--- src/rtl/sensor_pkg.sv ---
// Shared constants and types for the sensor conditioner: channel count,
// channel indices and default prescaler/debounce settings.
package sensor_pkg;

  localparam int NUM_CH    = 4;
  localparam int CH_US     = 0;
  localparam int CH_BS     = 1;
  localparam int CH_VS     = 2;
  localparam int CH_ADUB   = 3;

  localparam int DIV_N_DEF = 50000;
  localparam int DEB_N_DEF = 8;

  typedef logic [NUM_CH-1:0] ch_vec_t;

endpackage

--- src/rtl/deb_channel.sv ---
// One switch channel: 2-flop synchronizer, tick-gated agreement counter, debounced state, change pulse.
// state/chg update on the clock edge that ends the DEB_N-th consecutive disagreeing tick.
module deb_channel
  import sensor_pkg::*;
#(
  parameter int DEB_N = DEB_N_DEF
) (
  input  logic clk,
  input  logic rst_n,
  input  logic raw,
  input  logic tick,
  output logic state,
  output logic state_nxt,
  output logic chg
);

  logic       sync_meta;
  logic       sync_q;
  logic [3:0] cnt;
  logic [3:0] cnt_nxt;
  logic       chg_nxt;

  always_ff @(posedge clk or negedge rst_n) begin
    if (!rst_n) begin
      sync_meta <= 1'b0;
      sync_q    <= 1'b0;
      state     <= 1'b0;
      cnt       <= 4'd0;
      chg       <= 1'b0;
    end else begin
      sync_meta <= raw;
      sync_q    <= sync_meta;
      state     <= state_nxt;
      cnt       <= cnt_nxt;
      chg       <= chg_nxt;
    end
  end

  // Counter tops out at DEB_N-1 and is cleared on acceptance, so it never wraps.
  always_comb begin
    state_nxt = state;
    cnt_nxt   = cnt;
    chg_nxt   = 1'b0;
    if (tick) begin
      if (sync_q == state) begin
        cnt_nxt = 4'd0;
      end else if (cnt == 4'(DEB_N - 1)) begin
        state_nxt = ~state;
        cnt_nxt   = 4'd0;
        chg_nxt   = 1'b1;
      end else begin
        cnt_nxt = cnt + 4'd1;
      end
    end
  end

endmodule

--- src/rtl/sensor_conditioner.sv ---
// Debounces four irrigation switches on a shared prescaler tick and flags drip/sprinkler conflicts.
// Build with SENSOR_ERR_LATCH_EN to make the conflict flag sticky until reset.
module sensor_conditioner
  import sensor_pkg::*;
#(
  parameter int DIV_N = DIV_N_DEF,
  parameter int DEB_N = DEB_N_DEF
) (
  input  logic       Clk,
  input  logic       Rst,
  input  logic       Us_raw,
  input  logic       Bs_raw,
  input  logic       Vs_raw,
  input  logic       Adub_raw,
  output logic       Us,
  output logic       Bs,
  output logic       Vs,
  output logic       Adub,
  output logic [3:0] Chg,
  output logic       Sel_err
);

  localparam int PW = $clog2(DIV_N);
  localparam logic [PW-1:0] PRE_LAST = PW'(DIV_N - 1);

  logic [PW-1:0] pre_cnt;
  logic          tick;
  ch_vec_t       raw_vec;
  ch_vec_t       st;
  ch_vec_t       st_nxt;
  ch_vec_t       chg_vec;
  logic          conflict_nxt;
  logic          err_nxt;
  logic          sel_err_q;
  logic          bs_q;
  logic          vs_q;

  always_ff @(posedge Clk or negedge Rst) begin
    if (!Rst) begin
      pre_cnt <= '0;
    end else if (pre_cnt == PRE_LAST) begin
      pre_cnt <= '0;
    end else begin
      pre_cnt <= pre_cnt + PW'(1);
    end
  end

  assign tick = (pre_cnt == PRE_LAST);

  assign raw_vec[CH_US]   = Us_raw;
  assign raw_vec[CH_BS]   = Bs_raw;
  assign raw_vec[CH_VS]   = Vs_raw;
  assign raw_vec[CH_ADUB] = Adub_raw;

  for (genvar i = 0; i < NUM_CH; i++) begin : g_ch
    deb_channel #(
      .DEB_N (DEB_N)
    ) u_deb (
      .clk       (Clk),
      .rst_n     (Rst),
      .raw       (raw_vec[i]),
      .tick      (tick),
      .state     (st[i]),
      .state_nxt (st_nxt[i]),
      .chg       (chg_vec[i])
    );
  end

  // Conflict is judged on next-state values so the masked outputs line up with Us/Adub and Chg.
  assign conflict_nxt = st_nxt[CH_BS] & st_nxt[CH_VS];

`ifdef SENSOR_ERR_LATCH_EN
  assign err_nxt = sel_err_q | conflict_nxt;
`else
  assign err_nxt = conflict_nxt;
`endif

  always_ff @(posedge Clk or negedge Rst) begin
    if (!Rst) begin
      sel_err_q <= 1'b0;
      bs_q      <= 1'b0;
      vs_q      <= 1'b0;
    end else begin
      sel_err_q <= err_nxt;
      bs_q      <= st_nxt[CH_BS] & ~err_nxt;
      vs_q      <= st_nxt[CH_VS] & ~err_nxt;
    end
  end

  assign Us      = st[CH_US];
  assign Adub    = st[CH_ADUB];
  assign Bs      = bs_q;
  assign Vs      = vs_q;
  assign Chg     = chg_vec;
  assign Sel_err = sel_err_q;

endmodule
--- config.mk ---
export PLATFORM = sky130hd
export DESIGN_NAME = sensor_conditioner
export DESIGN_NICKNAME = d
export VERILOG_FILES = /design/src/rtl/sensor_pkg.sv /design/src/rtl/deb_channel.sv /design/src/rtl/sensor_conditioner.sv
export SDC_FILE = /design/constraint.sdc
export NUM_CORES = 1
export LEC_CHECK = 0
export CAP_MARGIN = 20
export CORE_ASPECT_RATIO = 1.5
export CORE_MARGIN = 8
export CORE_UTILIZATION = 60
export CTS_BUF_LIST = sky130_fd_sc_hd__clkbuf_4
export DETAILED_ROUTE_END_ITERATION = 16
export GPL_TIMING_DRIVEN = 0
export PLACE_DENSITY = 0.78
export SLEW_MARGIN = 10
export SYNTH_ARGS = -nofsm -noshare
export SYNTH_HDL_FRONTEND = slang
export SYNTH_SLANG_ARGS = --single-unit
export TNS_END_PERCENT = 100
--- constraint.sdc ---
create_clock -name Clk -period 2.4 [get_ports Clk]
set_input_delay 0.6 -clock Clk [delete_from_list [all_inputs] [get_ports Clk]]
set_output_delay 0.6 -clock Clk [all_outputs]
set_load 0.005 [all_outputs]
==> results_dict.tcl <==
set metrics [dict create \
    status "complete, no violations" \
    postLayoutCoreUtil 0.6965 \
    routed_wl_um 4470 \
    hold_viol_final 0 \
    overflow 0 \
    detail_route.vias_per_cell 6.090 \
    hold_buffers 0 \
    yosysTopAreaCell "dfrtp_1" \
    grt_max_degree 33 \
    ir_drop_uv 559.4 \
    synth_top_area_frac 0.5670 \
    synth_area_leaders "dfrtp_1 57%, xnor2_1 5.1%, o21ai_0 3.8%, nor2_1 3.7%, nand2_1 3.0%" \
    design.die.area_um2 6008 \
    cp.arrival_ps 1340 \
    power_frac_comb 0.027 \
    ioPinCount 15 \
    rsz0062_at_grt "no" \
    synth-seq-cells 51 \
    port_buffers 14 \
    cts_tree "yes" \
    power.share.switching 0.2162 \
    clk_pin_slew_ps 150 \
    yosys_warnings 0 \
    drv_cap 0 \
    internal_power_mw 1.100 \
    fmax_ghz 0.5166 \
    slowest_delay_ps 530 \
    synth_edf_count 0 \
    pwr-share-seq 0.620 \
    vias 1620 \
    tightest_slew_ps 480.4 \
    cts_buffers 5 \
    drc 0 \
    worst_setup_path_start_kind "flip-flop" \
    path_cells "clkdlybuf4s50_1" \
    drv_slew 0 \
    period_minus_slack_ps 1936 \
    htreeDepth 2 \
    hold_path.class "input port to asynchronous set/reset pin" \
    synth_cell_types 35 \
    setup_viol 0 \
    synthArstFlopShare 1.000 \
    seq_area_frac_synth 0.5670 \
    start_util 0.6169 \
    syn_nets 211 \
    core-area_um2 3649 \
    clockBufferDepth 2 \
    drtIter0Drc 81 \
    totalPowerFinal_mw 1.404 \
    ctsResizeCount 0 \
    finalNetCount 233 \
    areaGrowthSynthToFinish_pct 12.90 \
    grt_pass1_vias 1742 \
    most-common-layout-cells "51 x dfrtp_1, 22 x nor2_1, 18 x nand2_1, 17 x o21ai_0" \
    critPathBufInv 1 \
    routedWlPerCell_um 16.80 \
    critical-path-top-delay-family "buffers and inverters" \
    clk_latency_ps 370 \
    r2r_start "pre_cnt[5]" \
    worst_ep_required_time_ps 1800 \
    grt_usage 0.1673 \
    clock_sinks 51 \
    p_sw_mw 0.3036 \
    p_leak_nw 1.154 \
    power_density_nw_per_um2 552.5 \
    firstDrtPassIters 4 \
    clkPwrFrac 0.353 \
    layout_commonest_cell "dfrtp_1" \
    end_kind "output port" \
    r2r_setup_slack_ps 520 \
    cts-root-buf "clkbuf_4" \
    fillers 279 \
    hpwl_um 3182 \
    rows 27 \
    synthCells 200 \
    post_cts_buffers 0 \
    netlist_area_um2 2251 \
    post-route-period-util 0.8065 \
    die_y_um 91.02 \
    r2r_end "Vs" \
    clock_skew_ps 8.976 \
    relSlewSlack 0.6797 \
    r2r_cells 6 \
    critPathKind "flip-flop to output port" \
    grt_pass1_wl_um 7907 \
    gp_congestion 0.7700 \
    synth_ff_type "dfrtp_1" \
    antenna_cells 0 \
    cp_max_fo 4 \
    drive_above_1_share 0.1121 \
    syn_area_per_cell_um2 11.25 \
    slowest_stage "clkdlybuf4s50_1" \
    antenna_left 0 \
    stdcell_area_um2 2541 \
    fp.dieW_um 66.01 \
    grt_antenna_before_repair 0 \
    placed_area_um2 2460 \
]
-- area by class of cell --
class | instances | area (um2) | area share
Clock buffer | 5 | 37.54 | 0.01477
Buffer | 8 | 57.56 | 0.02265
Sequential cell | 51 | 1276 | 0.5022
Clock inverter | 3 | 43.79 | 0.01723
Tap cell | 43 | 53.80 | 0.02117
Multi-Input combinational cell | 138 | 905.9 | 0.3565
Timing Repair Buffer | 15 | 155.1 | 0.06105
Inverter | 3 | 11.26 | 0.004431
-- synthesized netlist by cell type, drive strengths merged, types with 2 or more instances --
cell and instances:
nand3 8, nor2 22, mux2i 2, nor4b 3, nand2 18, ha 5
nor3b 2, nor2b 2, nand3b 7, dfrtp 51, buf 7, o21ai 19
nand2b 5, a31oi 3, mux2 2, xnor2 13, inv 3, xor2 5
nor3 4, nand4b 2, nand4 8, and4 2
-- cell families (layout without fill, tap and decap cells) --
| kind of cell | Yosys count | after routing | synth area share |
|---|---|---|---|
| and+or+nand+nor | 87 | 87 | 0.2285 |
| DFF | 51 | 51 | 0.5670 |
| AOI/OAI and AO/OA | 24 | 24 | 0.05726 |
| xor gates and xnor gates | 18 | 18 | 0.07004 |
| buffers and inverters | 11 | 34 | 0.03057 |
| adders and majority gates | 5 | 5 | 0.02779 |
| muxes | 4 | 4 | 0.01890 |
-- through the flow --
stage          instances  setup slack [ps]  setup TNS (ps)  hold slack (ps)
2_1_floorplan        200             799.4               0            304.4
3_3_place_gp         257            -593.0          -30080            334.5
3_5_place_dp         258             533.1               0            337.1
4_1_cts              266             444.9               0            159.5
5_1_grt              266             385.4               0            163.0
6_report             266             464.3               0            162.3
-- state kept, by name, summed over array words and instances (netlist names) --
register              flops
g_ch.u_deb.cnt           16
g_ch.u_deb.state          4
g_ch.u_deb.chg            4
pre_cnt                  16
g_ch.u_deb.sync_q         4
Sel_err                   1
g_ch.u_deb.sync_meta      4
Bs                        1
Vs                        1
-- layer usage --
layer	GRT usage	wire length [um]	up-vias
met5	0	0	-
met4	0.07871	33	0
met3	0.04182	171	4
met2	0.2931	2510	40
met1	0.1799	1754	844
li1	-	-	732
-- power by group through the flow --
stage / Combinational (mW) / Sequential, mW / Clock (mW)
floorplan: 0.00931 / 0.885 / 0
global placement: 0.0342 / 0.886 / 0
detailed placement: 0.0392 / 0.886 / 0
CTS: 0.0396 / 0.870 / 0.504
global route: 0.0448 / 0.871 / 0.538
finish: 0.0384 / 0.870 / 0.495
-- worst max-delay path by stage --
stage	endpoint	depth (start not counted)	from
2_1_floorplan	Vs	6	pre_cnt[5]
3_3_place_gp	g_ch[1].u_deb.sync_meta	1	Rst
3_5_place_dp	Vs	6	pre_cnt[5]
4_1_cts	Adub	1	g_ch[3].u_deb.state
5_1_grt	Adub	1	g_ch[3].u_deb.state
6_report	Adub	1	g_ch[3].u_deb.state
Power figures use the tool's default switching activity.
